File: src/rtl/rr_arb_hold_pkg.sv
// Shared constants for the hold-capable round-robin / fixed-priority arbiter.
package rr_arb_hold_pkg;

    // Default number of requesters at a switch output port.
    localparam int DEFAULT_N  = 6;

    // Arbitration policy encodings for the MODE parameter.
    localparam int MODE_RR    = 0;
    localparam int MODE_FIXED = 1;

endpackage : rr_arb_hold_pkg

File: src/rtl/rr_arb_pick.sv
// Combinational winner selection for rr_arb_hold.
// Round-robin is a double-width priority encode: the upper copy is the raw
// request vector, and the lower copy keeps only the indices above ptr. The
// lowest set bit of the concatenation is therefore the first requester after
// ptr, wrapping back to the raw vector when nothing is above ptr. In
// fixed-priority mode the lower copy is forced empty, so the scan falls
// straight through to the lowest raw index. Only the 2N real bits are
// scanned, so an index >= N can never be produced for non-power-of-2 N.
module rr_arb_pick #(
    parameter int N   = 6,
    parameter int IDW = $clog2(N)
) (
    input  logic [N-1:0]   req,
    input  logic [IDW-1:0] ptr,
    input  logic           mode,        // 1 = fixed priority, ptr ignored
    output logic [N-1:0]   win_onehot,
    output logic [IDW-1:0] win_id,
    output logic           any
);

    logic [N-1:0]   masked;
    logic [2*N-1:0] dbl;
    int             sel;
    int             idx;

    // Masked/unmasked double-width scan for the lowest set request bit.
    always_comb begin
        masked = '0;
        for (int i = 0; i < N; i++) begin
            masked[i] = req[i] & ~mode & (i > int'(ptr));
        end
        dbl = {req, masked};
        sel = 0;
        for (int j = 2*N-1; j >= 0; j--) begin
            if (dbl[j]) sel = j;
        end
        idx        = (sel >= N) ? sel - N : sel;
        any        = |req;
        win_id     = IDW'(idx);
        win_onehot = '0;
        win_onehot[win_id] = any;
    end

endmodule : rr_arb_pick

File: src/rtl/rr_arb_hold.sv
// N-way arbiter with registered one-hot grant, round-robin or fixed-priority
// policy, and optional grant locking for multi-flit packets.
// Handshake: en is the downstream ready. When en=0 every register holds,
// including a grant whose owner has dropped req; when en=1 the arbiter
// updates once per cycle and the new grant appears one cycle after req.
module rr_arb_hold
    import rr_arb_hold_pkg::*;
#(
    parameter int N    = DEFAULT_N,
    parameter int MODE = MODE_RR,
    parameter int HOLD = 1,
    localparam int IDW = $clog2(N)
) (
    input  logic           clk,
    input  logic           rst,        // asynchronous, active-low
    input  logic [N-1:0]   req,
    input  logic           en,
    output logic [N-1:0]   grt,
    output logic [IDW-1:0] grt_id,
    output logic           grt_vld
);

    logic [IDW-1:0] ptr;
    logic [N-1:0]   win_onehot;
    logic [IDW-1:0] win_id;
    logic           any;
    logic           hold_hit;

    rr_arb_pick #(
        .N   (N),
        .IDW (IDW)
    ) u_pick (
        .req        (req),
        .ptr        (ptr),
        .mode       (MODE == MODE_FIXED),
        .win_onehot (win_onehot),
        .win_id     (win_id),
        .any        (any)
    );

    // The current owner keeps the grant while it still requests.
    assign hold_hit = (HOLD != 0) && grt_vld && req[grt_id];

    // Grant and pointer registers; ptr=N-1 after reset gives index 0 first pick.
    always_ff @(posedge clk or negedge rst) begin
        if (!rst) begin
            grt     <= '0;
            grt_id  <= '0;
            grt_vld <= 1'b0;
            ptr     <= IDW'(N-1);
        end else if (en && !hold_hit) begin
            if (any) begin
                grt     <= win_onehot;
                grt_id  <= win_id;
                grt_vld <= 1'b1;
                ptr     <= win_id;
            end else begin
                grt     <= '0;
                grt_vld <= 1'b0;
            end
        end
    end

endmodule : rr_arb_hold

File: config.mk
export PLATFORM = sky130hd
export DESIGN_NAME = rr_arb_hold
export DESIGN_NICKNAME = d
export VERILOG_FILES = /design/src/rtl/rr_arb_hold_pkg.sv /design/src/rtl/rr_arb_pick.sv /design/src/rtl/rr_arb_hold.sv
export SDC_FILE = /design/constraint.sdc
export NUM_CORES = 1
export LEC_CHECK = 0
export CAP_MARGIN = 20
export CORE_AREA = 2 2 43 45
export CTS_BUF_LIST = sky130_fd_sc_hd__clkbuf_8
export DETAILED_ROUTE_END_ITERATION = 7
export DIE_AREA = 0 0 45 47
export GPL_ROUTABILITY_DRIVEN = 0
export PLACE_DENSITY = 0.82
export SYNTH_ARGS = -nofsm -noshare
export SYNTH_HDL_FRONTEND = slang
export SYNTH_SLANG_ARGS = --single-unit
File: constraint.sdc
create_clock -name clk -period 7.3 [get_ports clk]
set_input_delay 1.095 -clock clk [delete_from_list [all_inputs] [get_ports clk]]
set_output_delay 1.095 -clock clk [all_outputs]
set_load 0.01 [all_outputs]
Word-level counts from Yosys, hierarchy flattened
Cells that the tools add are included.

storage, ports and cells
  bits in registers = 13
  bits in latches = 0
  bits in writable memories = 0
  ROM bits = 0
  bits of input ports = 9
  output and inout bits = 10
  logic and storage cells = 44
  memories = 0

operators by class
  add/sub/neg operators = 1
  $mul = 0
  divide/modulo/power cells = 0
  $lt $le $gt $ge = 9
  equal/unequal tests = 0
  shift-type cells = 0
  muxes and demuxes = 18
  bitwise logic cells = 6
  reduce and logical (&&, ||, !) cells = 6

operators by type and width
  cell                                                                number
  two-way mux 32 bit                                                  10
  greater-or-equal comparator 32 x 4 -> 1 bit, second input constant  1
  < comparator 3 x 4 -> 1 bit, second input constant                  2
  bitwise AND 6 bit                                                   1
  > comparator 2 x 3 -> 1 bit, first input constant                   2
  > comparator 3 bit, first input constant                            2
  two-way mux 6 bit                                                   1
  OR reduction 6 bit                                                  1
  bitwise AND 1 bit                                                   5
  two-way mux 4 bit                                                   1
  binary-select mux 1 bit (select 3 bit)                              1
  demux 1 bit (select 3 bit)                                          1
  greater-or-equal comparator 3 x 1 -> 1 bit, second input constant   1
  > comparator 1 x 3 -> 1 bit, first input constant                   1
  logical AND 1 bit                                                   3
  two-way mux 1 bit                                                   3
  two-way mux 3 bit                                                   1
  subtractor 3 x 2 -> 3 bit, second input constant                    1
  AND reduction 2 bit                                                 1
  logical NOT 1 bit                                                   1

Depth between registers and ports, before layout
  word-level depth = 19
  mapped depth = 9
  mapped depth without buffers = 8

Cells and area by module
A second synthesis with hierarchy kept.

second synthesis, totals
  cells, all modules = 98
  area, all modules = 949.7 um^2

by module, submodules not included
  module       times used  cells each  area an instance (um^2)  seq. area each (um^2)
  rr_arb_hold  1           53          586.8                    302.8
  rr_arb_pick  1           45          362.8                    0.0

Worst setup path after synthesis
OpenSTA, ideal clock, no wires.

  path kind = input to register
  start = input req[5]
  end = register grt[0]
  setup time = 0.065 ns
  arrival time = 2.885 ns
  required time = 7.235 ns
  setup slack = 4.350 ns
  stages on the path = 7
  buffers on the path = 0
  path through = or3b_2 -> a21o_1 -> a21oi_1 -> nor2_1 -> ha_1 -> o41ai_1 -> a22o_2

between the ends
  cells in the longest elaborated chain, start to end = 19
  elaborated cells on any way between the ends = 28
  those cells by class = add/sub (1); order compare (3); mux (17); bitwise (2); reduce/logical (5)

ends and longest elaborated chain
  element                                                                                                          RTL line           source
  start: declaration                                                                                               rr_arb_hold.sv:16  input logic [N-1:0] req,
  two-way mux 4 bit                                                                                                rr_arb_pick.sv:35  if (dbl[j]) sel = j;
  two-way mux 32 bit (10 in a row)                                                                                 rr_arb_pick.sv:35
  greater-or-equal comparator 32 x 4 -> 1 bit or subtractor 3 x 2 -> 3 bit (tied branches)                         rr_arb_pick.sv:37  idx = (sel >= N) ? sel - N : sel;
  two-way mux 3 bit                                                                                                rr_arb_pick.sv:37
  < comparator 3 x 4 -> 1 bit (implied by the code) or greater-or-equal comparator 3 x 1 -> 1 bit (tied branches)  rr_arb_pick.sv:41  win_onehot[win_id] = any;
  logical AND 1 bit (implied by the code)                                                                          rr_arb_pick.sv:41
  two-way mux 1 bit (implied by the code)                                                                          rr_arb_pick.sv:41
  demux 1 bit (select 3 bit)                                                                                       -
  bitwise AND 6 bit (no source line)                                                                               -
  two-way mux 6 bit                                                                                                rr_arb_hold.sv:52  if (any) begin
  end signal: assignment                                                                                           rr_arb_hold.sv:53  grt <= win_onehot;
  end: declaration                                                                                                 rr_arb_hold.sv:18  output logic [N-1:0] grt,

Parallel ways exist; a longest one is shown, timed or not. The select of a mux whose other input is x is not followed.
A chain may end at the register's enable or synchronous reset.

Final worst setup path
  start = input req[5]
  end = register grt[1]

The elaborated chain is that of the path after synthesis.

==> summary.txt <==
Pleak = 0.000448 uW
Post-place instance area = 1030 um^2
Setup_tns = 0 ns
Pwr Density = 423 nW/um^2
Clk root buf = clkbuf_8
GRT Total Usage = 23.3%
Pre-CTS setup slack = 3.53 ns
Slew headroom = 64.1%
Syn_area_per_cell = 9.64 um^2
Starting Density = 52.0%
Fin Clk Skew = 0.00579 ns
Synth Instances = 89
Design area = 1070 um^2
ANT cells = 0
Worst R2R Start = grt_id[1]$_DFFE_PN0P_
Die span in y = 47 um
Fill count = 142
Routed Antenna Nets = 0
Sequential-to-total area share from yosys stat = 35.3%
Resized cells post-CTS = 0
H-Tree Depth = 1
HP Start = grt[2]$_DFFE_PN0P_
Num rows = 15
Routed Wire Length = 2.06 mm
Final setup vio count = 0
Core footprint = 1650 um^2
Detail Placement HPWL = 1.56 mm
Reg2Reg Setup Slack = 4.61 ns
First-pass GRT wire length = 3.56 mm
FF+latch area = 303 um^2
Largest net degree at the start of global routing = 15
Yosys warning total = 0
Status = finished, final reports clean
Commonest non-fill, non-tap cell in the layout = clkdlybuf4s50_1
Worst Hold Endpoint = grt[2]$_DFFE_PN0P_
Post-synthesis cell area = 858 um^2
CTS tree = yes
Multi-input gate area = 514 um^2
Avg WL per Cell = 16.7 um
Unrepaired setup endpoints after global routing = false
Fmax = 0.280 GHz
Nets = 117
Hold crit path type = reg2reg
Critical path type = in2reg
Synth cell types = 40
Max Root-Sink Buffers = 2
# placed instances = 119
Total gr overflow = 0
RR Endpoint = grt[1]$_DFFE_PN0P_
Final period util = 49.0%
Via count = 770
CP arrival = 3.75 ns
Via density = 6.26
Post-layout minimum cycle time = 3.58 ns
Flops & latches, synth = 12
Post-CTS Setup Inserts = 0
Vias in the first global route = 751
Share of cells above drive strength 1 = 20.8%
Post-route insts no fill = 123
IO Port Bufs = 18
Pre-antenna DRT Iters = 4
Synth-to-layout area growth = 25.2%
Crit path capture type = register
Max FO, Critical Path = 6
Final hold violation count = 0
Clock latency at the later pin of the worst-skew pair = 0.23 ns
Die area = 2120 um^2
Clock slew at reported path FFs = 0.05 ns
Critical path required time = 7.47 ns
Setup WS post-layout = 3.72 ns
VDD IR max = 0.000254 V
R2r worst-path depth = 7
Commonest non-fill, non-tap cells in the layout = clkdlybuf4s50_1 (18), dfrtp_1 (10), nor2_1 (9)
TritonCTS Buffers = 3
Chip Width = 45 um
DR iter-0 viols = 26
Max-cap viol count = 0
Hold buffers post-CTS = 0
Syn_nets = 99
Ports = 19
Hold_ws = 0.472 ns
Worst-Margin Slew = 0.537 ns
DRC = 0
Clk sink count = 12
Final Max Tran Viols = 0
Hold Crit Depth = 2
Initial antenna violation count = 0
CP startpoint kind = primary input
-- cell usage after synthesis, drive strengths merged --
library cell	n	area share [%]
dfrtp	10	29
nor2	9	3.9
nand2	6	2.6
a21o	5	5.0
a22o	4	4.7
o31ai	4	3.5
a21oi	3	1.7
clkbuf	3	1.3
inv	3	1.3
nand2b	3	3.1
nor2b	3	2.2
nor3b	3	2.6
o21ai	3	1.7
a41oi	2	2.0
and2	2	1.5
buf	2	2.2
dfstp	2	6.1
nor3	2	1.2
or3b	2	2.0
a2111oi	1	3.2
a211oi	1	1.5
a21boi	1	0.87
a221o	1	1.3
a31oi	1	0.73
a32o	1	1.2
a32oi	1	1.0
and3b	1	1.2
ha	1	1.5
mux2	1	1.3
mux4	1	2.6
nand3	1	0.58
nor4	1	0.73
o211ai	1	0.87
o21bai	1	0.87
o311ai	1	1.0
o41ai	1	1.0
or3	1	0.73
-- layout make-up --
class,count,share of cell area (%)
inverters,3,1.05
well taps,17,1.98
clock buffers,3,3.84
flip-flops and latches,12,28.2
multi-input cells,69,47.8
clock inverters,1,0.349
repair buffers,18,16.8
-- kinds of logic (layout without fill, tap and decap cells) --
kind of cell    count (synthesis)  count (layout)  share of synthesized area, %
buf+inv                         8              25                          4.81
simple gates                   34              34                          22.3
flops                          12              12                          35.3
fa+ha+maj                       1               1                          1.46
mux                             2               2                          3.94
compound gates                 32              32                          32.2
-- state kept, by name (all words and copies together) (netlist names) --
register,count
ptr,2
grt_vld,1
grt,6
grt_id,3
-- through the flow --
stage          utilization (%)  power, uW
6_report                  65.1        455
5_1_grt                   65.1        494
4_1_cts                   65.1        457
3_5_place_dp              62.3        395
3_3_place_gp              62.3        386
2_1_floorplan                -        313
-- layer usage --
| metal | GRT usage (%) | vias to the layer above | wire [um] |
|---|---|---|---|
| met3 | 3.46 | 2 | 73 |
| met1 | 32.3 | 374 | 974 |
| met4 | 5.29 | 0 | 10 |
| met2 | 38.6 | 22 | 999 |
| li1 | - | 372 | - |
| met5 | 0 | - | 0 |
-- power breakdown --
part	internal, uW	leakage (uW)	switching (uW)	total [uW]
clock	36.8	0.0000269	21.5	58.3
combinational	135	0.000271	121	256
sequential	100	0.000149	40.0	140
total	272	0.000448	183	455
-- worst max-delay path, stage by stage --
cell             delay, ns
clkdlybuf4s50_1       0.57
or3b_2                0.49
a21o_1                0.23
a21oi_1               0.17
nor2_1                0.06
ha_1                  0.34
o41ai_1               0.56
a22o_2                0.24
-- worst max-delay path by stage --
stage                 from            endpoint  depth (start not counted)
global route        req[5]  grt[1]$_DFFE_PN0P_                          8
detailed placement  req[5]  grt[1]$_DFFE_PN0P_                          8
global placement    req[5]  grt[1]$_DFFE_PN0P_                          8
CTS                 req[5]  grt[1]$_DFFE_PN0P_                          8
floorplan           req[5]  grt[0]$_DFFE_PN0P_                          7
finish              req[5]  grt[1]$_DFFE_PN0P_                          8
No activity file was read; power rests on OpenSTA's default activity.
